$ cat src/rtl/keypad_pkg.sv
// Shared definitions for the keypad scanner and its consumers.
//   - FSM state encodings used by keypad_scanner.
//   - KEY_* codes (col_idx*4 + row_idx), used by vending_machine to decode key_code.
//   - col_drive(): column index to active-low one-hot column drive.
package keypad_pkg;

  localparam logic [1:0] SCAN     = 2'd0;
  localparam logic [1:0] DEBOUNCE = 2'd1;
  localparam logic [1:0] HELD     = 2'd2;
  localparam logic [1:0] RELEASE  = 2'd3;

  localparam logic [3:0] KEY_0 = 4'h0;
  localparam logic [3:0] KEY_1 = 4'h1;
  localparam logic [3:0] KEY_2 = 4'h2;
  localparam logic [3:0] KEY_3 = 4'h3;
  localparam logic [3:0] KEY_4 = 4'h4;
  localparam logic [3:0] KEY_5 = 4'h5;
  localparam logic [3:0] KEY_6 = 4'h6;
  localparam logic [3:0] KEY_7 = 4'h7;
  localparam logic [3:0] KEY_8 = 4'h8;
  localparam logic [3:0] KEY_9 = 4'h9;
  localparam logic [3:0] KEY_A = 4'hA;
  localparam logic [3:0] KEY_B = 4'hB;
  localparam logic [3:0] KEY_C = 4'hC;
  localparam logic [3:0] KEY_D = 4'hD;
  localparam logic [3:0] KEY_E = 4'hE;
  localparam logic [3:0] KEY_F = 4'hF;

  // Column c is driven by pulling shift_col[3-c] low (c=0 -> 4'b0111).
  function automatic logic [3:0] col_drive(input logic [1:0] c);
    return ~(4'b1000 >> c);
  endfunction

endpackage

$ cat src/rtl/keypad_scanner_row_sync.sv
// row_sync: 4-bit two-flop synchronizer for the asynchronous keypad row lines.
// Ports:
//   clk    in   system clock
//   reset  in   synchronous active-high reset; both stages go to 4'b1111 (no row low)
//   row    in   raw keypad rows, active-low, asynchronous
//   row_s  out  synchronized rows
module row_sync (
  input  logic       clk,
  input  logic       reset,
  input  logic [3:0] row,
  output logic [3:0] row_s
);

  logic [3:0] row_meta;

  always_ff @(posedge clk) begin
    if (reset) begin
      row_meta <= 4'b1111;
      row_s    <= 4'b1111;
    end else begin
      row_meta <= row;
      row_s    <= row_meta;
    end
  end

endmodule

$ cat src/rtl/keypad_scanner.sv
// keypad_scanner: scans a 4x4 keypad column by column and emits one debounced
// event per key press.
// Ports:
//   clk        in   system clock
//   reset      in   synchronous active-high reset
//   row        in   keypad rows, active-low, asynchronous
//   shift_col  out  column drive, active-low one-hot
//   key_valid  out  one-cycle pulse when a debounced press is accepted
//   key_code   out  col_idx*4 + row_idx of the last accepted key, held between pulses
//   key_held   out  high from acceptance until debounced release
//
// state    | meaning
// ---------+----------------------------------------------------------
// SCAN     | rotating columns, looking for any low row at each sample
// DEBOUNCE | column frozen, counting consecutive low samples of cand row
// HELD     | key accepted, column frozen, waiting for cand row to go high
// RELEASE  | column frozen, counting consecutive high samples of cand row
module keypad_scanner
  import keypad_pkg::*;
#(
  parameter int SCAN_DIV       = 1000,
  parameter int DEBOUNCE_SCANS = 4
) (
  input  logic       clk,
  input  logic       reset,
  input  logic [3:0] row,
  output logic [3:0] shift_col,
  output logic       key_valid,
  output logic [3:0] key_code,
  output logic       key_held
);

  localparam int DIV_W = $clog2(SCAN_DIV);
  localparam int DBC_W = $clog2(DEBOUNCE_SCANS + 1);
  localparam logic [DIV_W-1:0] DIV_LAST = DIV_W'(SCAN_DIV - 1);
  localparam logic [DBC_W-1:0] DBC_DONE = DBC_W'(DEBOUNCE_SCANS);
  localparam logic [DBC_W-1:0] DBC_ONE  = DBC_W'(1);

  logic [3:0]       row_s;
  logic [1:0]       state, state_n;
  logic [DIV_W-1:0] div_cnt;
  logic [1:0]       col_idx;
  logic [1:0]       cand_col, cand_row;
  logic [DBC_W-1:0] dbc, dbc_n, dbc_inc;
  logic             sample, any_low, cand_low, dbc_hit;
  logic [1:0]       low_row;
  logic [3:0]       accept_code;
  logic             accept, release_done, advance, latch_cand;

  row_sync u_row_sync (
    .clk   (clk),
    .reset (reset),
    .row   (row),
    .row_s (row_s)
  );

  assign sample   = (div_cnt == DIV_LAST);
  assign any_low  = ~&row_s;
  assign cand_low = ~row_s[2'd3 - cand_row];
  assign dbc_inc  = (dbc < DBC_DONE) ? dbc + DBC_ONE : dbc;
  assign dbc_hit  = (dbc_inc == DBC_DONE);

  // Lowest row index wins when several rows are low; row_idx r is row_s[3-r].
  always_comb begin
    low_row = 2'd3;
    if      (!row_s[3]) low_row = 2'd0;
    else if (!row_s[2]) low_row = 2'd1;
    else if (!row_s[1]) low_row = 2'd2;
  end

  // With single-sample debounce the accept happens straight from SCAN, before
  // the candidate registers have been loaded.
  assign accept_code = (state == SCAN) ? {col_idx, low_row} : {cand_col, cand_row};

  // State register
  always_ff @(posedge clk) begin
    if (reset) state <= SCAN;
    else       state <= state_n;
  end

  // Next-state logic
  always_comb begin
    state_n = state;
    if (sample) begin
      case (state)
        SCAN:     if (any_low) state_n = (DEBOUNCE_SCANS == 1) ? HELD : DEBOUNCE;
        DEBOUNCE: if (!cand_low) state_n = SCAN;
                  else if (dbc_hit) state_n = HELD;
        HELD:     if (!cand_low) state_n = (DEBOUNCE_SCANS == 1) ? SCAN : RELEASE;
        RELEASE:  if (cand_low) state_n = HELD;
                  else if (dbc_hit) state_n = SCAN;
        default:  state_n = SCAN;
      endcase
    end
  end

  // Control outputs of the FSM
  always_comb begin
    accept       = 1'b0;
    release_done = 1'b0;
    advance      = 1'b0;
    latch_cand   = 1'b0;
    dbc_n        = dbc;
    if (sample) begin
      case (state)
        SCAN: begin
          if (any_low) begin
            latch_cand = 1'b1;
            dbc_n      = DBC_ONE;
            accept     = (DEBOUNCE_SCANS == 1);
          end else begin
            advance = 1'b1;
          end
        end
        DEBOUNCE: begin
          if (cand_low) begin
            dbc_n  = dbc_inc;
            accept = dbc_hit;
          end else begin
            dbc_n   = '0;
            advance = 1'b1;
          end
        end
        HELD: begin
          if (!cand_low) begin
            if (DEBOUNCE_SCANS == 1) begin
              dbc_n        = '0;
              release_done = 1'b1;
              advance      = 1'b1;
            end else begin
              dbc_n = DBC_ONE;
            end
          end
        end
        RELEASE: begin
          if (!cand_low) begin
            dbc_n = dbc_inc;
            if (dbc_hit) begin
              dbc_n        = '0;
              release_done = 1'b1;
              advance      = 1'b1;
            end
          end else begin
            dbc_n = '0;
          end
        end
        default: dbc_n = '0;
      endcase
    end
  end

  // Datapath and output registers
  always_ff @(posedge clk) begin
    if (reset) begin
      div_cnt   <= '0;
      col_idx   <= 2'd0;
      cand_col  <= 2'd0;
      cand_row  <= 2'd0;
      dbc       <= '0;
      key_valid <= 1'b0;
      key_code  <= 4'h0;
      key_held  <= 1'b0;
    end else begin
      div_cnt   <= sample ? '0 : div_cnt + 1'b1;
      if (advance) col_idx <= col_idx + 2'd1;
      if (latch_cand) begin
        cand_col <= col_idx;
        cand_row <= low_row;
      end
      dbc       <= dbc_n;
      key_valid <= accept;
      if (accept) begin
        key_code <= accept_code;
        key_held <= 1'b1;
      end else if (release_done) begin
        key_held <= 1'b0;
      end
    end
  end

  assign shift_col = col_drive(col_idx);

endmodule

$ cat config.mk
export PLATFORM = sky130hd
export DESIGN_NAME = keypad_scanner
export DESIGN_NICKNAME = d
export VERILOG_FILES = /design/src/rtl/keypad_pkg.sv /design/src/rtl/keypad_scanner_row_sync.sv /design/src/rtl/keypad_scanner.sv
export SDC_FILE = /design/constraint.sdc
export NUM_CORES = 1
export LEC_CHECK = 0
export BUFFER_PORTS_ARGS = -buffer_cell sky130_fd_sc_hd__buf_2
export CAP_MARGIN = 0
export CORE_MARGIN = 2
export CORE_UTILIZATION = 25
export CTS_CLUSTER_SIZE = 25
export DETAILED_ROUTE_END_ITERATION = 10
export PLACE_DENSITY = 0.46
export SLEW_MARGIN = 30
export SYNTH_ARGS = -nofsm -noshare
export SYNTH_HDL_FRONTEND = slang
export SYNTH_SLANG_ARGS = --single-unit
$ cat constraint.sdc
create_clock -name clk -period 2.25 [get_ports clk]
set_clock_uncertainty 0.05 [all_clocks]
set_input_delay 0.1125 -clock clk [delete_from_list [all_inputs] [get_ports clk]]
set_output_delay 0.1125 -clock clk [all_outputs]
set_load 0.005 [all_outputs]
==> flow_summary.toml <==
[yosys]
synth_most_common_cell = "dfxtp_1"
synth_seq_area_share = 0.445
syn_nets = 178
synth.area.mux_share = 0.0866
synthesis.area_sq_um = 1570
synth_cells = 166
synth-compound-area-share = 0.0914
ys_types = 39
synth_area_leaders = "dfxtp_1 (45%), nor2_1 (5.2%), mux2i_1 (5.1%)"
synth.top_cell.area_share = 0.445
synth_edf_count = 0
synth_xor_area_frac = 0.0556
synth_fa_ha_area_frac = 0.0477
syn_avg_cell_area_sq_um = 9.48
synth_top_family_by_area = "simple AND/OR/NAND/NOR gates"
yosys.area_share.simple = 0.223
synth_commonest_cells = "dfxtp_1 (35), nor2_1 (22), inv_1 (11)"
async_reset_ff_frac = 0
yosysWarnings = 0
yosys.area.top_type = "dfxtp_1"
synth_flop_cell = "dfxtp_1"
ys_ff_latch = 35

[power]
leakage_nw = 0.758
power_frac_seq = 0.510
peakVddDrop_mv = 0.307
finalPower_mw = 1.26
netSwitchingFraction = 0.216
clkPwrFrac = 0.450
combPwrFrac = 0.040
p_switching_mw = 0.271
p_int_mw = 0.987
powerDensity_nw_per_um2 = 663

[place]
gp_congestion = 0.693
hpwl_um = 2040
placedCellCount = 254
port_buffers = 15

[sta]
finalSetupViolCount = 0
relSlewSlack = 0.644
fin_crit_sh = 0.948
drv_slew = 0
max_freq_mhz = 469
hold_violations = 0
worst_pin_slew_ns = 0.526
fin_crit_ns = 2.13
fin_setup_tns_ns = 0
rsz0062_at_grt = "no"

[die]
core_area_sq_um = 5990
dieArea_sq_um = 6950
row_count = 28
die_h_um = 83.3
die_w_um = 83.3
io_pins = 16
initial_core_util = 0.263

[global_routing]
use_met3 = 0.0368
grtUsageMet1 = 0.115
antenna_found_initial = 0
grt_pass1_vias = 1093
grt_overflow = 0
busiest_layer = "met2"
grt_start_max_net_pins = 25
grt_pass1_wl_um = 5010
gr-usage-met2 = 0.132
grt_usage = 0.0895

[drt]
dr_total_vias = 1185
wl_um = 2930
drtIter0Drc = 56
wl_per_cell_um = 11.0
drc = 0
via_per_inst = 4.44
drtAntennaViolNets = 0
dr.pass1.iters = 4

[cts]
clk_latency_ns = 0.29
cts_max_level = 2
clock-sinks = 35
cts_tree = "done"
clock_path_buffers = 2
cts_root_buffer = "clkbuf_8"
path_clk_slew_ns = 0.08
cts_buffers = 5

[worst_setup_path]
endpoint_kind = "flip-flop"
critPathRequiredTime_ns = 2.37
crit_type = "flip-flop to flip-flop"
crit_path_start_kind = "flip-flop"
crit_path_max_fanout = 5
arrival_ns = 2.25
r2r_cells = 7

[worst_hold_path]
hold_depth = 2
hp-class = "primary input to flip-flop"

[cells_and_area]
n_fill_cell = 618
syn2layout_area_growth_pct = 20.6
instances_no_fill = 267
layout-drive-gt1-share = 0.240
nets = 203
antennaDiodeCount = 0

[run_status]
status = "finished clean"

[flow_run]
cap_violations = 0
what timing repair did:
item | 4_1_cts | 5_1_grt
buffers inserted | 0 | 1
resized for setup | 0 | 1
endpoints found under the hold margin | 4 | 0
hold buffers | 4 | 0
setup endpoints to repair | 0 | 3
worst max-delay path: stages, from the launching register on:
cell     delay (ns)
dfxtp_1        0.40
ha_1           0.21
nand3_2        0.10
or4_4          0.55
nor4_4         0.25
buf_4          0.19
mux2i_1        0.20
nor2_1         0.06
per-stage QoR:
| stage | area, sq um | hold slack, ns | worst slack (ns) | util |
|---|---|---|---|---|
| after global routing | 1900 | 0.204 | 0.0115 | 0.317 |
| after CTS | 1890 | 0.186 | 0.0890 | 0.315 |
| final | 1900 | 0.188 | 0.116 | 0.317 |
| after global placement | 1730 | 0.247 | 0.205 | 0.289 |
| after floorplan | 1570 | 0.166 | 0.192 | - |
| after detailed placement | 1730 | 0.247 | 0.122 | 0.289 |
power groups by stage:
| stage | Combinational (mW) | Clock [mW] | Sequential (mW) |
|---|---|---|---|
| final | 0.0498 | 0.567 | 0.642 |
| after global routing | 0.0569 | 0.621 | 0.644 |
| after CTS | 0.0504 | 0.588 | 0.641 |
| after detailed placement | 0.0449 | 0 | 0.656 |
| after global placement | 0.0457 | 0 | 0.655 |
| after floorplan | 0.0314 | 0 | 0.654 |
routing by layer:
layer,up-vias,routed length [um]
met4,0,15
met2,23,1300
li1,622,-
met5,-,0
met1,538,1490
met3,2,120
placed cells by master, fill, tap and decap left out, types with 2 or more instances in the layout:
master,n
dfxtp_1,35
nor2_1,22
buf_2,15
inv_1,11
nand3_1,8
a21oi_1,8
mux2i_1,8
or2_2,8
ha_1,6
nand2_1,5
xor2_1,5
xnor2_1,5
clkbuf_8,5
buf_4,5
and3_1,4
o21ai_0,4
dlygate4sd3_1,4
nand4_1,3
mux2_2,3
o31ai_1,3
nor3b_1,2
nor3_1,2
nand2b_1,2
state kept, by name, indices dropped and copies added, names as in the netlist, named ones only:
signal,flops
state,1
key_held,1
u_row_sync.row_s,4
cand_col,2
key_valid,1
cand_row,2
u_row_sync.row_meta,4
col_idx,2
key_code,4
div_cnt,10
dbc,3
kinds of logic (layout without fill, tap and decap cells):
group | after synthesis | in the layout
AND/OR/NAND/NOR | 64 | 64
flip-flops | 35 | 35
AO/OA/AOI/OAI | 22 | 22
buffers and inverters | 17 | 43
multiplexers | 12 | 12
XOR/XNOR | 10 | 10
adder cells (fa/ha/maj) | 6 | 6
worst paths after layout:
check                               from                  end  slack, ns
hold reg to reg   u_row_sync.row_meta[1]  u_row_sync.row_s[1]       0.36
setup reg to reg              div_cnt[0]          key_code[3]       0.12
hold / removal                     reset          key_code[2]       0.19
setup / recovery              div_cnt[0]          key_code[3]       0.12
layout make-up:
class                   count  area [sq um]  area share
well taps                  75          93.8      0.0494
inverters                  11          41.3      0.0218
clock inverters             3          43.8      0.0231
repair buffers             24           153      0.0804
multi-input cells         114           797       0.420
flip-flops and latches     35           701       0.369
clock buffers               5          68.8      0.0363
Power figures use the tool's default switching activity.
